## config.mk

```make
export PLATFORM = sky130hd
export DESIGN_NAME = tiny8_control_mc
export DESIGN_NICKNAME = d
export VERILOG_FILES = /design/src/rtl/tiny8_control_mc.sv
export SDC_FILE = /design/constraint.sdc
export NUM_CORES = 1
export LEC_CHECK = 0
export ABC_AREA = 1
export BUFFER_PORTS_ARGS = -buffer_cell sky130_fd_sc_hd__buf_2
export CORE_MARGIN = 2
export CORE_UTILIZATION = 35
export CTS_CLUSTER_SIZE = 40
export DETAILED_ROUTE_END_ITERATION = 10
export SYNTH_ARGS = -nofsm -noshare
export SYNTH_HDL_FRONTEND = slang
export SYNTH_SLANG_ARGS = --single-unit
```

## constraint.sdc

```tcl
create_clock -name clk -period 1.29 [get_ports clk]
set_input_delay 0.129 -clock clk [delete_from_list [all_inputs] [get_ports clk]]
set_output_delay 0.129 -clock clk [all_outputs]
set_load 0.02 [all_outputs]
```

## src/rtl/tiny8_control_mc.sv

```systemverilog
// tiny8 multicycle control: fetch/decode/opfetch/execute/memory sequencing.
// Ports: clk, rst (async high), opcode, acc_zero, mem_resp -> datapath
// enables, mux selects, opnd_idx, mem_read/mem_write, halted, fault,
// fault_code. Optional wait watchdog: define TINY8_CTRL_WATCHDOG_EN.
module tiny8_control_mc #(
  parameter int OPW = 4,
  parameter int IMM_WORDS = 1,
  parameter int MEM_TIMEOUT = 15,
  localparam int IW = (IMM_WORDS > 1) ? $clog2(IMM_WORDS) : 1
) (
  input  logic          clk,
  input  logic          rst,
  input  logic [OPW-1:0] opcode,
  input  logic          acc_zero,
  input  logic          mem_resp,
  output logic          load_pc,
  output logic          load_acc,
  output logic          load_rs,
  output logic          load_rd,
  output logic          load_ir,
  output logic          load_opnd,
  output logic          pcmux_sel,
  output logic          alumux1_sel,
  output logic          alumux2_sel,
  output logic [1:0]    addrmux_sel,
  output logic [IW-1:0] opnd_idx,
  output logic          mem_read,
  output logic          mem_write,
  output logic          halted,
  output logic          fault,
  output logic [1:0]    fault_code
);

  if (OPW < 4 || IMM_WORDS < 1 || MEM_TIMEOUT < 1) begin : g_param_chk
    $error("tiny8_control_mc: illegal parameter value");
  end

  localparam logic [OPW-1:0] OP_NOP   = OPW'(0);
  localparam logic [OPW-1:0] OP_ALUR  = OPW'(1);
  localparam logic [OPW-1:0] OP_ALUI  = OPW'(2);
  localparam logic [OPW-1:0] OP_LOAD  = OPW'(3);
  localparam logic [OPW-1:0] OP_STORE = OPW'(4);
  localparam logic [OPW-1:0] OP_JMP   = OPW'(5);
  localparam logic [OPW-1:0] OP_BRZ   = OPW'(6);
  localparam logic [OPW-1:0] OP_HALT  = OPW'(7);
  localparam logic [OPW-1:0] OP_MOVRD = OPW'(8);
  localparam logic [IW-1:0]  LAST_W   = IW'(IMM_WORDS - 1);

  typedef enum logic [2:0] {
    S_FETCH1,
    S_FETCH2,
    S_DECODE,
    S_OPFETCH,
    S_EXECUTE,
    S_MEMORY,
    S_HALT,
    S_FAULT
  } state_t;

  state_t state, state_n;
  logic [IW-1:0] ocnt, ocnt_n;
  logic [1:0] fcode, fcode_n;
  logic is_imm, is_ill, tmo;

  assign is_imm = (opcode >= OP_ALUI) && (opcode <= OP_BRZ);
  assign is_ill = opcode > OP_MOVRD;

`ifdef TINY8_CTRL_WATCHDOG_EN
  localparam int WCW = $clog2(MEM_TIMEOUT + 1);
  logic [WCW-1:0] wcnt;
  logic wait_st;

  assign wait_st = (state == S_FETCH2) || (state == S_OPFETCH) ||
                   (state == S_MEMORY);
  // a response in the limit cycle wins over the timeout
  assign tmo = wait_st && !mem_resp && (wcnt == WCW'(MEM_TIMEOUT));

  // counts silent cycles of the access in flight; each completed
  // access restarts it so multi-word operand fetch is timed per word
  always_ff @(posedge clk or posedge rst) begin
    if (rst) begin
      wcnt <= '0;
    end else if (state_n != state || mem_resp) begin
      wcnt <= '0;
    end else if (wait_st) begin
      wcnt <= wcnt + 1'b1;
    end
  end
`else
  // no watchdog: memory waits are unbounded
  assign tmo = 1'b0;
`endif

  always_ff @(posedge clk or posedge rst) begin
    if (rst) begin
      state <= S_FETCH1;
      ocnt  <= '0;
      fcode <= 2'b00;
    end else begin
      state <= state_n;
      ocnt  <= ocnt_n;
      fcode <= fcode_n;
    end
  end

  always_comb begin
    state_n     = state;
    ocnt_n      = ocnt;
    fcode_n     = fcode;
    load_pc     = 1'b0;
    load_acc    = 1'b0;
    load_rs     = 1'b0;
    load_rd     = 1'b0;
    load_ir     = 1'b0;
    load_opnd   = 1'b0;
    pcmux_sel   = 1'b0;
    alumux1_sel = 1'b0;
    alumux2_sel = 1'b0;
    addrmux_sel = 2'b00;
    opnd_idx    = '0;
    mem_read    = 1'b0;
    mem_write   = 1'b0;
    halted      = 1'b0;
    fault       = 1'b0;
    fault_code  = 2'b00;
    unique case (state)
      S_FETCH1: state_n = S_FETCH2;
      S_FETCH2: begin
        mem_read = 1'b1;
        if (mem_resp) begin
          load_ir = 1'b1;
          load_pc = 1'b1;
          state_n = S_DECODE;
        end
      end
      S_DECODE: begin
        load_rs = 1'b1;
        if (is_ill) begin
          state_n = S_FAULT;
          fcode_n = 2'b10;
        end else if (is_imm) begin
          state_n = S_OPFETCH;
          ocnt_n  = '0;
        end else begin
          state_n = S_EXECUTE;
        end
      end
      S_OPFETCH: begin
        mem_read = 1'b1;
        opnd_idx = ocnt;
        if (mem_resp) begin
          load_opnd = 1'b1;
          load_pc   = 1'b1;
          ocnt_n    = ocnt + 1'b1;
          if (ocnt == LAST_W) state_n = S_EXECUTE;
        end
      end
      S_EXECUTE: begin
        state_n = S_FETCH1;
        case (opcode)
          OP_ALUR: load_acc = 1'b1;
          OP_ALUI: begin
            load_acc    = 1'b1;
            alumux2_sel = 1'b1;
          end
          OP_MOVRD: load_rd = 1'b1;
          OP_JMP: begin
            load_pc   = 1'b1;
            pcmux_sel = 1'b1;
          end
          OP_BRZ: begin
            load_pc   = acc_zero;
            pcmux_sel = acc_zero;
          end
          OP_LOAD, OP_STORE: state_n = S_MEMORY;
          OP_HALT: state_n = S_HALT;
          OP_NOP: state_n = S_FETCH1;
          default: state_n = S_FETCH1;
        endcase
      end
      S_MEMORY: begin
        addrmux_sel = 2'b01;
        mem_read    = (opcode == OP_LOAD);
        mem_write   = (opcode != OP_LOAD);
        if (mem_resp) begin
          load_acc    = (opcode == OP_LOAD);
          alumux1_sel = (opcode == OP_LOAD);
          state_n     = S_FETCH1;
        end
      end
      S_HALT: halted = 1'b1;
      S_FAULT: begin
        fault      = 1'b1;
        fault_code = fcode;
      end
    endcase
    if (tmo) begin
      state_n = S_FAULT;
      fcode_n = 2'b01;
    end
  end

endmodule

```

Yosys cells after proc, flatten, opt, wreduce, memory -nomap -nowiden
Index checks and enable logic that the tools add are counted.
- output and inout bits: 18
- register bits after elaboration: 5
- word-level logic and storage cells: 73
- order comparisons: 3
- $add $sub $neg: 1
- eq/ne operators: 22
- muxes and demuxes: 34
- reductions and logical operators: 10
- operator list (cell ; number):
    two-way mux 1 bit ; 20
    two-way mux 3 bit ; 6
    case mux 3 bit (6 select lines) ; 1
    equality test 4 x 3 -> 1 bit, second input constant ; 4
    equality test 3 bit, second input constant ; 4
    != test 2 bit, second input constant ; 6
    case mux 1 bit (2 select lines) ; 5
    equality test 4 x 2 -> 1 bit, second input constant ; 2
    equality test 3 x 2 -> 1 bit, second input constant ; 2
    case mux 3 bit (2 select lines) ; 1
    nonzero test 6 bit ; 1
    OR reduction 2 bit ; 3
    AND reduction 5 bit ; 1
    equality test 4 x 1 -> 1 bit, second input constant ; 1
    equality test 4 bit, second input constant ; 1
    >= comparator 4 x 2 -> 1 bit, second input constant ; 1
    greater-than comparator 4 bit, second input constant ; 1
    <= comparator 4 x 3 -> 1 bit, second input constant ; 1
    != test 4 x 2 -> 1 bit, second input constant ; 1
    AND reduction 4 bit ; 1
    equality test 3 x 1 -> 1 bit, second input constant ; 1
    zero test 3 bit ; 1
    two-way mux 2 bit ; 1
    AND reduction 2 bit ; 1
    other kinds (3) ; 3

Logic depth before layout (Yosys ltp)
- depth in word-level cells: 5
- depth in mapped cells: 9

Worst setup path after synthesis
Ideal clock, no wire load.
- kind: register to output
- start point: register state[0]
- end point: output port alumux2_sel
- path buffers: 0
- setup slack: -176 ps
- cell stages (with the launch flop): 4
- arrival time: 1337 ps
- required time: 1161 ps
- cell sequence: dfrtp_1 inv_2 nand3_2 nor4_1
- longest elaborated chain between the ends: 2
- ends and longest elaborated chain (what ; RTL line ; text):
    from (decl) ; 60 ; state_t state, state_n;
    from (signal assigned) ; 100 ; state <= state_n;
    equality test 3 bit ; 126 ; unique case (state)
    two-way mux 1 bit ; 126 ;
    to (decl) ; 24 ; output logic alumux2_sel,
No other way between the ends.

Final worst setup path
- start point: register state[1]
- end point: output port load_acc
- longest elaborated chain between the ends: 2
- ends and longest elaborated chain (what ; RTL line ; text):
    equality test 3 bit ; 126 ;
    case mux 1 bit (2 select lines) (*) ; 126 ;
    to (decl) ; 17 ; output logic load_acc,
Mark *: on every way between the ends. The rest lies on a longest branch, timed or not.

==> results.json <==
{
  "status": "finished with violations",
  "violations": "negative setup slack",
  "hpwl_mm": 1.14,
  "htreeDepth": 1,
  "wl_mm": 1.63,
  "fin_tns_setup_ns": -0.949,
  "cts_made_buffers": 3,
  "swShare_pct": 49.8,
  "grt-ovfl-total": 0,
  "p_int_uw": 951,
  "antenna_cells": 0,
  "synth_cells": 99,
  "ys.flop_type": "dfrtp_1",
  "cpMaxStageDelayCell": "dfrtp_2",
  "synth_common_cells": "nand2_1, nor2_1, inv_1",
  "syn_area_um2": 571,
  "cp_top_family": "flip-flops",
  "ys_warn_count": 0,
  "fp.dieW_um": 44.4,
  "grt_pass1_wl_mm": 2.45,
  "grt_max_degree": 9,
  "synth_top_cell_by_area": "dfrtp_1",
  "cp_cell_sequence": "inv_2 > nand3_4 > inv_4 > nand3_2 > o31ai_2 > buf_4",
  "numClockSinks": 5,
  "first_pass_iters": 4,
  "synthTopCellsByArea": "dfrtp_1, nand2_1, nor2_1",
  "cts_root_buffer": "clkbuf_4",
  "finalSetupViolations": 14,
  "place_congestion": 0.799,
  "core-area_um2": 1520,
  "cts_buffer_depth": 2,
  "combPwrFrac_pct": 73.3,
  "drive_gt1_share_pct": 51.9,
  "drt_iter0_drc": 12,
  "fin_area_um2": 993,
  "die_h_um": 44.4,
  "period_minus_slack_ns": 1.42,
  "routed_via_density": 4.84,
  "rows": 14,
  "grt_setup_unrepaired": "true",
  "antenna_found_initial": 0,
  "hold_slack_ns": 0.225,
  "yosys_register_bits": 5,
  "finClkSkew_ns": 0.00365,
  "grt_pass1_vias": 636,
  "die_area_um2": 1970,
  "cp.buffers_inverters": 3,
  "slowest_delay_ns": 0.45,
  "drtAntennaViolNets": 0,
  "yosysSeqAreaShare_pct": 21.9,
  "fin_ws_ns": -0.127,
  "cts_tree": "yes",
  "cp.arrival_ns": 1.29,
  "synth_top_area_share_pct": 21.9,
  "finalCritPeriodShare_pct": 110,
  "min_path_type": "in2reg",
  "p_per_area_nw_per_um2": 1910,
  "syn_area_per_cell_um2": 5.76,
  "yosysMostFrequentCell": "nand2_1",
  "max_freq_mhz": 706,
  "slew_viol_final": 0,
  "vias": 731,
  "hold_violations": 0,
  "path_class": "reg2out",
  "ios": 26,
  "peakVddDrop_mv": 1.15,
  "track_usage_pct": 16.8,
  "cp-start-kind": "flip-flop",
  "insertion_delay_ns": 0.24,
  "crit_fanout": 5,
  "maxCapViolCount": 0,
  "cp.required_ns": 1.16,
  "pwr-share-seq_pct": 17.4,
  "synth-async-reset-ratio_pct": 100,
  "clk_pin_slew_ns": 0.04,
  "power.leakage_uw": 0.000536,
  "drc": 0,
  "placement.cell_area_um2": 724,
  "initial_core_util_pct": 37.4,
  "critPathCaptureType": "output port",
  "synth-edff-count": 0,
  "wire_per_inst_um": 10.8,
  "ys_types": 24,
  "synthToLayoutAreaGrowth_pct": 74.1,
  "nets": 144,
  "finalPower_uw": 1890,
  "clock_power_share_pct": 9.4,
  "p_switching_uw": 944,
  "io_buffers": 23
}
cells by family after synthesis:
logic type,share of synthesized area [%]
compound gates,10.1
buf+inv,17.1
flops,21.9
other cells,0.657
simple gates,50.2
stage by stage:
| step | setup slack [ns] | util (%) | cells |
|---|---|---|---|
| floorplan | -0.00583 | - | 100 |
| global placement | 0.0319 | 47.5 | 140 |
| detailed placement | -0.00959 | 47.5 | 140 |
| CTS | -0.110 | 58.0 | 150 |
| global route | -0.187 | 65.2 | 151 |
| finish | -0.127 | 65.2 | 151 |
metal layers:
metal | vias to the layer above | share of wire [%] | global-route usage (%)
met5 | - | 0 | 0
met2 | 25 | 56 | 30.0
met4 | 0 | 2.1 | 9.70
met1 | 329 | 37 | 18.8
met3 | 4 | 4.5 | 2.45
li1 | 373 | - | -
layout by cell type, fill, tap and decap left out:
master and instances:
nor3_2 2, a21boi_2 1, o21ai_0 2, buf_4 14
nor2_1 12, nand4_1 1, nor3_4 1, nand2_2 4
nand2_4 1, dfrtp_2 2, nor2_4 6, o21ai_2 1
nand3_4 1, o21bai_1 1, clkbuf_1 1, nor2_2 3
nand2_1 24, inv_4 2, nand3b_1 1, o22ai_2 1
nand3_1 3, o31ai_2 1, buf_6 12, dfrtp_1 3
inv_2 4, nand3_2 2, nor4_2 1, buf_2 7
conb_1 2, clkbuf_4 3, inv_1 13, or2_1 1
a21oi_2 1, dlygate4sd3_1 1
worst paths after layout:
check | startpoint | endpoint | slack [ns] | cells past startpoint
setup reg to reg | state[1] | state[0] | 0.01 | 9
hold / removal | opcode[3] | fcode[1] | 0.22 | 3
max in group asynchronous | rst | state[2] | 0.77 | 3
min in group asynchronous | rst | ocnt | 0.33 | 3
hold reg to reg | ocnt | ocnt | 0.48 | 1
setup / recovery | state[1] | load_acc | -0.13 | 6
state kept, by name, indices dropped and copies added (netlist names):
signal,count
ocnt,1
state,3
fcode,1
power by group through the flow:
stage | clock [µW] | combinational (µW) | sequential (µW)
floorplan | 0 | 709 | 285
global placement | 0 | 934 | 306
detailed placement | 0 | 936 | 308
CTS | 182 | 1150 | 314
global route | 192 | 1510 | 339
finish | 178 | 1390 | 329
worst register-to-register path: stages, from the launching register on:
cell and delay (ns):
dfrtp_2 0.45, buf_6 0.14, nand2_2 0.07, inv_1 0.05, nor2_2 0.08, nand2_2 0.07
nor2_2 0.08, nand2_1 0.05, nor2_1 0.11, nor2_1 0.05
repair_timing:
action	in CTS	in global routing
hold buffers	1	0
pin swaps	3	7
hold endpoints to repair	5	0
buffers inserted	5	1
resized for setup	29	29
endpoints found under the setup margin	16	19
area by class of cell:
class	instances	area [µm²]
Timing Repair Buffer	34	285
Sequential cell	5	128
Fill cell	141	531
Tap cell	16	20.0
Multi-Input combinational cell	73	458
Clock buffer	4	26.3
Inverter	19	76.3
Note: power is estimated with default switching activity, not from simulation.
